<file path="config.mk">
export PLATFORM = sky130hd
export DESIGN_NAME = pipeline_controller
export DESIGN_NICKNAME = d
export VERILOG_FILES = /design/src/rtl/pipeline_controller.sv
export SDC_FILE = /design/constraint.sdc
export NUM_CORES = 1
export LEC_CHECK = 0
export CAP_MARGIN = 15
export CORE_MARGIN = 2
export CORE_UTILIZATION = 49
export CTS_CLUSTER_DIAMETER = 100
export DETAILED_ROUTE_END_ITERATION = 12
export PLACE_DENSITY = 0.8
export SYNTH_ARGS = -nofsm -noshare
export SYNTH_HDL_FRONTEND = slang
export SYNTH_SLANG_ARGS = --single-unit
</file>
<file path="constraint.sdc">
create_clock -name clk_i -period 3.4 [get_ports clk_i]
set_input_delay 0.85 -clock clk_i [delete_from_list [all_inputs] [get_ports clk_i]]
set_output_delay 0.85 -clock clk_i [all_outputs]
set_load 0.03 [all_outputs]
</file>
<file path="src/rtl/pipeline_controller.sv">
// Hazard/stall/flush/forward control for a 5-stage IF/ID/EX/MEM/WB pipeline; holds no datapath values.
// Define PIPE_FORWARDING_EN to resolve RAW hazards by forwarding (load-use stalls only).
module pipeline_controller #(
  parameter int unsigned StallCntW = 16
) (
  input  logic                 clk_i,
  input  logic                 rst_i,
  input  logic                 if_valid_i,
  input  logic [3:0]           id_rn_i,
  input  logic [3:0]           id_rm_i,
  input  logic [3:0]           id_rs_i,
  input  logic                 id_use_rn_i,
  input  logic                 id_use_rm_i,
  input  logic                 id_use_rs_i,
  input  logic [3:0]           id_rd_i,
  input  logic                 id_wr_i,
  input  logic                 id_load_i,
  input  logic                 ex_br_taken_i,
  input  logic                 mem_busy_i,
  output logic                 pc_en_o,
  output logic                 pc_sel_br_o,
  output logic                 if_id_en_o,
  output logic                 id_ex_en_o,
  output logic                 ex_mem_en_o,
  output logic                 mem_wb_en_o,
  output logic                 v_id_o,
  output logic                 v_ex_o,
  output logic                 v_mem_o,
  output logic                 v_wb_o,
  output logic [1:0]           fwd_rn_sel_o,
  output logic [1:0]           fwd_rm_sel_o,
  output logic [1:0]           fwd_rs_sel_o,
  output logic [StallCntW-1:0] stall_cnt_o
);

  logic                 v_id_q, v_id_d;
  logic                 v_ex_q, v_ex_d;
  logic                 v_mem_q, v_mem_d;
  logic                 v_wb_q, v_wb_d;
  logic [3:0]           ex_rd_q, ex_rd_d, mem_rd_q, mem_rd_d, wb_rd_q, wb_rd_d;
  logic                 ex_wr_q, ex_wr_d, mem_wr_q, mem_wr_d, wb_wr_q, wb_wr_d;
  logic                 br_pend_q, br_pend_d;
  logic                 first_q;
  logic [StallCntW-1:0] cnt_q, cnt_d;
  logic [2:0][1:0]      fwd_q, fwd_d, fwd_sel;

  logic [2:0][3:0]      src;
  logic [2:0]           use_src;
  logic [2:0]           hit_ex, hit_mem, hit_wb;
  logic                 hazard, freeze, br_now, flush, stall;

  assign src     = {id_rs_i, id_rm_i, id_rn_i};
  assign use_src = {id_use_rs_i, id_use_rm_i, id_use_rn_i};

  // R15 reads come from the PC, never from a producer in flight.
  function automatic logic src_match(input logic v, input logic wr, input logic [3:0] rd,
                                     input logic [3:0] s, input logic use_s);
    return v && wr && use_s && (rd == s) && (s != 4'd15);
  endfunction

  always_comb begin
    hit_ex  = '0;
    hit_mem = '0;
    hit_wb  = '0;
    for (int i = 0; i < 3; i++) begin
      hit_ex[i]  = v_id_q && src_match(v_ex_q, ex_wr_q, ex_rd_q, src[i], use_src[i]);
      hit_mem[i] = v_id_q && src_match(v_mem_q, mem_wr_q, mem_rd_q, src[i], use_src[i]);
      hit_wb[i]  = v_id_q && src_match(v_wb_q, wb_wr_q, wb_rd_q, src[i], use_src[i]);
    end
  end

`ifdef PIPE_FORWARDING_EN
  logic ex_load_q, ex_load_d;
  logic unused_wb_hit;
  assign unused_wb_hit = |hit_wb;

  always_comb begin
    hazard = ex_load_q && (|hit_ex);
    for (int i = 0; i < 3; i++) begin
      fwd_sel[i] = hit_ex[i] ? 2'd1 : (hit_mem[i] ? 2'd2 : 2'd0);
    end
  end
`else
  logic unused_load;
  assign unused_load = id_load_i;

  always_comb begin
    hazard  = |{hit_ex, hit_mem, hit_wb};
    fwd_sel = '0;
  end
`endif

  always_comb begin
    freeze = mem_busy_i;
    br_now = (ex_br_taken_i || br_pend_q) && v_ex_q;
    flush  = !freeze && br_now;
    stall  = !freeze && !flush && hazard;
  end

  // State register
  always_ff @(posedge clk_i) begin
    if (rst_i) begin
      v_id_q    <= 1'b0;
      v_ex_q    <= 1'b0;
      v_mem_q   <= 1'b0;
      v_wb_q    <= 1'b0;
      ex_rd_q   <= '0;
      mem_rd_q  <= '0;
      wb_rd_q   <= '0;
      ex_wr_q   <= 1'b0;
      mem_wr_q  <= 1'b0;
      wb_wr_q   <= 1'b0;
      br_pend_q <= 1'b0;
      first_q   <= 1'b1;
      cnt_q     <= '0;
      fwd_q     <= '0;
`ifdef PIPE_FORWARDING_EN
      ex_load_q <= 1'b0;
`endif
    end else begin
      v_id_q    <= v_id_d;
      v_ex_q    <= v_ex_d;
      v_mem_q   <= v_mem_d;
      v_wb_q    <= v_wb_d;
      ex_rd_q   <= ex_rd_d;
      mem_rd_q  <= mem_rd_d;
      wb_rd_q   <= wb_rd_d;
      ex_wr_q   <= ex_wr_d;
      mem_wr_q  <= mem_wr_d;
      wb_wr_q   <= wb_wr_d;
      br_pend_q <= br_pend_d;
      first_q   <= 1'b0;
      cnt_q     <= cnt_d;
      fwd_q     <= fwd_d;
`ifdef PIPE_FORWARDING_EN
      ex_load_q <= ex_load_d;
`endif
    end
  end

  // Next-state
  always_comb begin
    v_id_d    = v_id_q;
    v_ex_d    = v_ex_q;
    v_mem_d   = v_mem_q;
    v_wb_d    = v_wb_q;
    ex_rd_d   = ex_rd_q;
    mem_rd_d  = mem_rd_q;
    wb_rd_d   = wb_rd_q;
    ex_wr_d   = ex_wr_q;
    mem_wr_d  = mem_wr_q;
    wb_wr_d   = wb_wr_q;
    cnt_d     = cnt_q;
    fwd_d     = fwd_q;
    br_pend_d = 1'b0;
`ifdef PIPE_FORWARDING_EN
    ex_load_d = ex_load_q;
`endif
    if (freeze) begin
      br_pend_d = br_pend_q || (ex_br_taken_i && v_ex_q);
    end else begin
      v_wb_d   = v_mem_q;
      wb_rd_d  = mem_rd_q;
      wb_wr_d  = mem_wr_q;
      v_mem_d  = v_ex_q;
      mem_rd_d = ex_rd_q;
      mem_wr_d = ex_wr_q;
      if (flush) begin
        v_id_d = 1'b0;
        v_ex_d = 1'b0;
        fwd_d  = '0;
      end else if (stall) begin
        v_ex_d = 1'b0;
        fwd_d  = '0;
        if (cnt_q != '1) cnt_d = cnt_q + 1'b1;
      end else begin
        v_id_d  = if_valid_i;
        v_ex_d  = v_id_q;
        ex_rd_d = id_rd_i;
        ex_wr_d = id_wr_i;
        fwd_d   = fwd_sel;
`ifdef PIPE_FORWARDING_EN
        ex_load_d = id_load_i;
`endif
      end
    end
  end

  // Outputs
  always_comb begin
    pc_en_o     = 1'b0;
    pc_sel_br_o = 1'b0;
    if_id_en_o  = 1'b0;
    id_ex_en_o  = 1'b0;
    ex_mem_en_o = 1'b0;
    mem_wb_en_o = 1'b0;
    if (rst_i) begin
      pc_en_o = 1'b1;
    end else if (freeze) begin
      pc_en_o = 1'b0;
    end else if (flush) begin
      pc_en_o     = 1'b1;
      pc_sel_br_o = 1'b1;
      if_id_en_o  = 1'b1;
      id_ex_en_o  = 1'b1;
      ex_mem_en_o = 1'b1;
      mem_wb_en_o = 1'b1;
    end else if (stall) begin
      id_ex_en_o  = 1'b1;
      ex_mem_en_o = 1'b1;
      mem_wb_en_o = 1'b1;
    end else begin
      // A missing fetch retries the same PC, except right after reset.
      pc_en_o     = if_valid_i || first_q;
      if_id_en_o  = 1'b1;
      id_ex_en_o  = 1'b1;
      ex_mem_en_o = 1'b1;
      mem_wb_en_o = 1'b1;
    end
  end

  assign v_id_o       = v_id_q;
  assign v_ex_o       = v_ex_q;
  assign v_mem_o      = v_mem_q;
  assign v_wb_o       = v_wb_q;
  assign fwd_rn_sel_o = fwd_q[0];
  assign fwd_rm_sel_o = fwd_q[1];
  assign fwd_rs_sel_o = fwd_q[2];
  assign stall_cnt_o  = cnt_q;

endmodule
</file>
==> results of run 1 <==
cells in the mapped netlist, types with 3 or more instances:
library cell	count	area share
a21oi_1	14	0.030
buf_4	10	0.032
clkbuf_1	5	0.0081
clkbuf_2	4	0.0086
dfxtp_1	37	0.32
inv_1	3	0.0048
mux2_2	4	0.019
mux2i_1	18	0.078
nand2_1	13	0.021
nand2b_1	14	0.038
nand3_1	7	0.015
nand4_1	14	0.038
nor2_1	33	0.053
nor2b_1	5	0.013
nor3_1	3	0.0065
nor4_1	7	0.019
o21ai_0	5	0.011
o31ai_1	4	0.013
or3_1	5	0.013
or4_1	6	0.019
xnor2_1	27	0.10
xor2_1	9	0.034
registers in the layout (all words and copies together) (netlist names):
name         count
mem_wr_q         1
v_ex_o           1
ex_wr_q          1
first_q          1
ex_rd_q          4
stall_cnt_o     16
wb_wr_q          1
v_mem_o          1
mem_rd_q         4
wb_rd_q          4
v_wb_o           1
br_pend_q        1
v_id_o           1
per-layer routing:
metal  up-vias  track usage
met4         0       0.0761
met3         9       0.0442
li1       1075            -
met2        42        0.352
met5         -            0
met1      1020        0.299
final cells by class:
cell class | instances | share of cell area
clock inverter | 1 | 0.00245
inverter | 3 | 0.00368
timing repair buffer | 72 | 0.200
tap | 54 | 0.0221
clock buffer | 6 | 0.0270
multi-input combinational | 217 | 0.502
sequential | 37 | 0.242
worst min-delay path by stage:
stage	slack, ns	from	endpoint	depth (start not counted)
final	0.52	stall_cnt_o[10]	stall_cnt_o[10]	2
after global routing	0.53	stall_cnt_o[10]	stall_cnt_o[10]	2
after global placement	0.48	wb_wr_q	wb_wr_q	2
after CTS	0.51	wb_wr_q	wb_wr_q	2
after detailed placement	0.49	wb_wr_q	wb_wr_q	2
after floorplan	0.46	ex_wr_q	ex_wr_q	2
repair_timing:
| action | CTS | global route |
|---|---|---|
| pin swaps | 7 | 11 |
| resized for setup | 18 | 41 |
| endpoints found under the setup margin | 2 | 2 |
| hold buffers | 0 | 0 |
| setup buffers | 1 | 1 |
| endpoints found under the hold margin | 0 | 0 |
power groups by stage:
stage | Sequential, µW | Combinational [µW] | Clock [µW]
after floorplan | 463 | 96.4 | 0
after global placement | 466 | 155 | 0
after detailed placement | 467 | 159 | 0
after CTS | 456 | 155 | 321
after global routing | 459 | 174 | 349
final | 458 | 161 | 312
logic make-up (layout without fill, tap and decap cells):
family	Yosys count	in the layout
simple gates	118	118
xor+xnor	36	36
flops	37	37
buf+inv	26	82
other cells	1	6
mux	23	23
fa+ha+maj	1	1
compound gates	33	33
worst max-delay path: stages:
cell and delay (ns):
clkbuf_2 0.11, xor2_1 0.22, nor4_2 0.09, or3_4 0.39, nor4_4 0.33, nor2_1 0.10
o31ai_2 0.23, buf_4 0.20
stage by stage:
step,power (µW),area (µm²),instances,utilization,setup TNS (ns)
floorplan,559,2350,280,-,-0.0171
finish,931,3060,390,0.656,0
global placement,621,2930,381,0.628,-0.765
CTS,932,3010,389,0.646,0
global route,983,3060,390,0.656,-0.0683
detailed placement,625,2930,381,0.628,-0.771
==> results.txt, run 1 <==
The region available for standard cell placement spans 0.00466 mm². The number of DRC markers in iteration 0 is 62, and the share of final-layout standard cells stronger than drive strength 1 is 0.217. The number of fill cells is 397.

The power density of the placed cells works out to 304 mW/mm². The CTS sink count came out at 37. Part of the total power dissipated in the clock network: 0.335. In this run the static leakage power is 0.00114 µW.

The share of synthesized area occupied by flip-flops and latches was 0.319. The detailed router put a total of 2.66 mm of wire on met1. The multiplexer area fraction after synthesis was 0.102. For the number of core rows, the log shows 25. The effective utilization at floorplan was 0.498; the length of the first detailed-routing pass in iterations was 4. The xor/xnor cell area share of the yosys netlist is 0.136. The minimum period implied by the final worst setup slack was 3.37 ns; the distinct cell type count of the synthesized netlist was 44. STA classifies the critical path endpoint as a primary output. For the die area, the log shows 0.00531 mm². The tools report the startpoint of the most critical setup path as id_rm_i[1]. In this run the tool buffered the top-level ports with 50 buffer cells. The tools report the end of the critical path as pc_en_o. The worst hold path belongs to the class reg -> reg. Dividing the detail-routed wire length by the instance count gives 14.5 µm. Synthesis-to-finish area growth: 31.7%. After detailed routing, the number of vias per cell comes to 5.50.

Signal routing reaches up to met4. The tool flagged a number of max-cap violations equal to 0. 0 antenna diodes ended up in the layout.

TritonCTS created 5 clock buffers. The final setup violation count was 0. The maximum number of pins on one net before global-route repair was 44; the net load switching power was 249 µW. The insertion delay to the later sink of the worst-skew pair was 0.29 ns; the area of the multi-input gates was 0.00154 mm². At the placement stage, the worst setup path has a slack of -0.422 ns. For flop-to-flop paths, the worst setup slack is 0.82 ns. Transition at the pin with the smallest max-transition slack: 0.647 ns. The top cell types in the final layout, fill and taps aside, are dfxtp_1, nor2_1, clkdlybuf4s50_1, buf_4, xnor2_1. The run finished with clean final reports.

The detailed router placed 2146 vias in this run. In this run the critical register-to-register path is launched from mem_rd_q[1]. Synthesis handed over a netlist of 275 instances.

The dominant register cell in the synthesized netlist is dfxtp_1. The switching fraction of total power was 0.268; the chip width was 72.8 µm. Clock-pin slew was measured on the worst setup and hold paths at 0.07 ns. The logs give 1975 for the via count of the first global-routing pass and 2 for the deepest clock path buffer count.

STA classifies the critical path startpoint as an input pin. The share of synthesized registers carrying an async set or reset was 0; the wire length on met2 was 2.71 mm. The complex-gate fraction of the synthesized area was 0.0873; the combinational group share of total power was 0.173. The final cycle utilization of the critical path is 0.991.

In the routed design, unresolved DRC markers number 0. The initial antenna violation count was 0; the number of synthesized flops with an enable pin was 0. Main combinational cell family by area after synthesis: simple AND/OR/NAND/NOR gates. The I/O pin count is 58. Net total in the final layout: 363. The end of the worst register-to-register path was ex_rd_q[0]. Summed over all layers, the global routing overflow is 0. In this run, synthesis produced a sequential element count of 37. The buffer cell driving the clock tree root was clkbuf_8. On the final layout, the worst hold slack is 0.516 ns. The arithmetic-cell share of the synthesized area counting full adders, half adders and majority gates is 0.00539. The worst voltage drop across the vdd grid is 0.232 mV. TritonCTS built the clock tree. Between clock sinks in the finished design, the worst skew comes to 0.00911 ns. For the final worst setup slack, the log shows 0.0321 ns.

The total global-route track usage was 0.221; the per-instance average area after synthesis was 8.44 µm². The routed design uses 197 µm of met3 wire. The internal power of the cells totals 682 µW.

Along the worst path, the maximum fanout reaches 4. From bottom edge to top edge, the die measures 72.8 µm. At the worst endpoint, the required time is 2.55 ns. The number of cells traversed by the worst register-to-register path was 8; the aggregate routed wire length was 5.64 mm.

The critical setup path kind was in -> out. The logs give 0.565 for the headroom to the max-slew limit and 2 for the number of H-tree levels. For the hold violation count in the final report, the log shows 0. The first global-routing pass estimated 9.15 mm of wire.

Number of pins exceeding their max-slew limit in the final report: 0. The commonest non-fill, non-tap cell in the layout is dfxtp_1. The count of antenna-violating nets left after detailed routing is 0.

The final weighted congestion in routability-driven placement came out at 0.836. The area share of and/or/nand/nor cells after synthesis was 0.285. The tools report the sequential standard cell area as 741 µm². Data on the critical path arrives at its endpoint at 2.52 ns. In this run the cell area of the synthesized design comes to 0.00232 mm². For the sequential fraction of design power, the log shows 0.491.

The Yosys step of the flow raised 0 warnings. Based on the critical path, the design can be clocked at up to 297 MHz. Once detailed placement completed, the half-perimeter wirelength came to 4.26 mm.
Power figures use the tool's default switching activity.
==> run 2: changes to the inputs <==
RECOVER_POWER = 25   (was not set)
==> run 2 against run 1 <==
Against the previous run: the flow now finishes with violations (capacitance limit, slew limit); clock power is essentially flat; flip-flop and latch count is the same; worst setup slack is the same; register-to-register slack is essentially flat; fmax is the same.
==> results.txt, run 2 (synthesis results as in run 1) <==
The run finished, with violations left. The checks that failed: capacitance limit, slew limit. The remaining routing DRC violations was 0 (unchanged).

TritonCTS built the clock tree. The run gives 297 MHz (unchanged) as the maximum operating frequency. From synthesis to final layout, the design area changed by 31.6%. The transition at the pin with the smallest max-transition slack was 1.64 ns (+0.988 ns); the number of fill cells was 398 (+0.25%).

The startpoint type of the worst setup path is an input pin. The tools report the final weighted congestion in routability-driven placement as 0.836 (unchanged). The share of the core filled with cells was 0.656 (-0.000806).

The hold violation count in the final report is 0 (unchanged), and the maximum net fanout on the critical path is 4 (unchanged). The tools report the count of max-cap constraint violations as 1 (+1). For the data arrival time at the worst-slack endpoint, the log shows 2.52 ns (about the same). The diode insertion count for antenna repair was 0 (unchanged). The number of DRC markers in iteration 0 is 62 (unchanged), and the placed wire-length estimate after detailed placement is 4.26 mm (unchanged). The number of placed instances, taps included was 381 (unchanged). The setup path with the least slack is of type in -> out.

Number of hold-repair buffers added at the cts stage: 0 (unchanged). The final clock skew is 0.00911 ns (unchanged). The run gives 0.00114 µW (-0.29%) as the leakage power summed over all cells. The logs give 0 (unchanged) for the initial antenna violation count and 197 µm (unchanged) for the met3 wire length.

The via count of the first global-routing pass was 1975 (unchanged). The run gives 2146 (unchanged) as the number of vias after detailed routing. The tools report the I/O pin count as 58 (unchanged). The number of core rows is 25 (unchanged). Flip-flop count of the largest register after layout: 16 (unchanged).

The net total in the final layout was 363 (unchanged); the met1 routed wirelength after detailed routing was 2.66 mm (about the same). For the total clock buffers created by CTS, the log shows 5 (unchanged). The share of final-layout standard cells stronger than drive strength 1 is 0.214 (-0.00298). For the required time of the worst setup path, the log shows 2.55 ns (about the same).

Power density of the placed cells: 305 mW/mm² (about the same). The tools report the buffer cell driving the clock tree root as clkbuf_8. The tools report the final setup violation count as 0 (unchanged). The library cells used most frequently in the layout, excluding fill and tap cells, are dfxtp_1, nor2_1, clkdlybuf4s50_1, buf_4, xnor2_1. The worst voltage drop across the vdd grid came out at 0.232 mV (about the same). Global-route wire length before repair: 9.15 mm (unchanged). The tools report the insertion delay to the later sink of the worst-skew pair as 0.29 ns (about the same). Average detailed-routed wire length per instance: 14.4 µm (about the same). The overall die height came out at 72.8 µm (unchanged). The run gives 4 (unchanged) as the length of the first detailed-routing pass in iterations.

The deepest clock path buffer count was 2 (unchanged). The tightest min-delay check is of the reg -> reg type. The number of standard cells in the layout, taps in and fillers out came out at 390 (unchanged). The total congestion overflow after global routing was 0 (unchanged); the aggregate routed wire length was 5.63 mm (about the same).

The number of input and output port buffers inserted was 50 (unchanged). The number of H-tree levels was 2 (unchanged); the final cycle utilization of the critical path was 0.991 (unchanged). Commonest non-fill, non-tap cell in the layout: dfxtp_1. The detailed router used layers up to and including met4. The count of antenna-violating nets left after detailed routing is 0 (unchanged), and the floorplan core area is 0.00466 mm² (unchanged). The logs give 0.00531 mm² (unchanged) for the die area and 37 (unchanged) for the CTS sink count. The minimum period implied by the final worst setup slack works out to 3.37 ns (unchanged). The headroom to the max-slew limit was -0.0904 (-0.655); the total global-route track usage was 0.221 (unchanged).

The wire length on met2 came out at 2.71 mm (about the same). The effective utilization at floorplan is 0.498 (unchanged). The run gives 44 (+44) as the number of pins exceeding their max-slew limit in the final report. The clock transition at the registers of the reported paths is 0.07 ns (about the same), and the chip width is 72.8 µm (unchanged). The average via count per standard cell came out at 5.50 (unchanged). The category of the worst setup path capture point is a primary output. The maximum number of pins on one net before global-route repair is 44 (unchanged).
-- run 2: cell types whose count changed in the layout (fill, tap and decap cells not counted) --
cell | before | now
buf_4 | 29 | 28
clkbuf_1 | 0 | 1
clkdlybuf4s50_1 | 29 | 28
dlygate4sd3_1 | 0 | 1
-- run 2: worst max-delay path: stages --
cell and delay (ns):
clkbuf_2 0.11, xor2_1 0.22, nor4_2 0.09, or3_4 0.39
nor4_4 0.33, nor2_1 0.10, o31ai_2 0.23, buf_4 0.20
-- run 2: cell type report --
cell class | instances | area [µm²] | area share
tap | 54 | 67.6 | 0.0221
clock inverter | 1 | 7.51 | 0.00246
timing repair buffer | 72 | 609 | 0.199
sequential | 37 | 741 | 0.242
clock buffer | 6 | 82.6 | 0.0270
multi-input combinational | 217 | 1540 | 0.503
inverter | 3 | 11.3 | 0.00369
-- run 2: timing repair --
item                                    CTS  global route
gates resized for setup                  18            41
buffers inserted                          1             1
pin swaps                                 7            11
cloned                                    0             0
endpoints found under the setup margin    2             2
-- run 2: through the flow --
stage / setup WS, ns / instance area (µm²) / setup TNS, ns / power, µW / hold slack [ns]
2_1_floorplan: -0.0171 / 2350 / -0.0171 / 559 / 0.461
3_3_place_gp: -0.420 / 2930 / -0.765 / 621 / 0.477
3_5_place_dp: -0.422 / 2930 / -0.771 / 625 / 0.493
4_1_cts: 0.000712 / 3010 / 0 / 932 / 0.510
5_1_grt: -0.0683 / 3060 / -0.0683 / 983 / 0.531
6_report: 0.0321 / 3060 / 0 / 931 / 0.516
-- run 2: path summary, 6_finish.rpt --
check / slack [ns] / start / to / cells past startpoint
worst max register to register: 0.82 / mem_rd_q[1] / ex_rd_q[0] / 8
worst max-delay path: 0.03 / id_rm_i[1] / pc_en_o / 8
worst min-delay path: 0.52 / stall_cnt_o[10] / stall_cnt_o[10] / 2
worst min register to register: 0.52 / stall_cnt_o[10] / stall_cnt_o[10] / 2
-- run 2: layer usage --
layer	global-route usage	vias up
met1	0.299	1019
met2	0.352	42
li1	-	1076
met5	0	-
met4	0.0761	0
met3	0.0442	9
-- run 2: report_power, final --
part | leakage [µW] | internal (µW) | switching (µW) | total, µW
clock network | 0.0000433 | 160 | 152 | 312
logic | 0.000797 | 79.5 | 81.6 | 161
registers | 0.000300 | 442 | 15.4 | 458
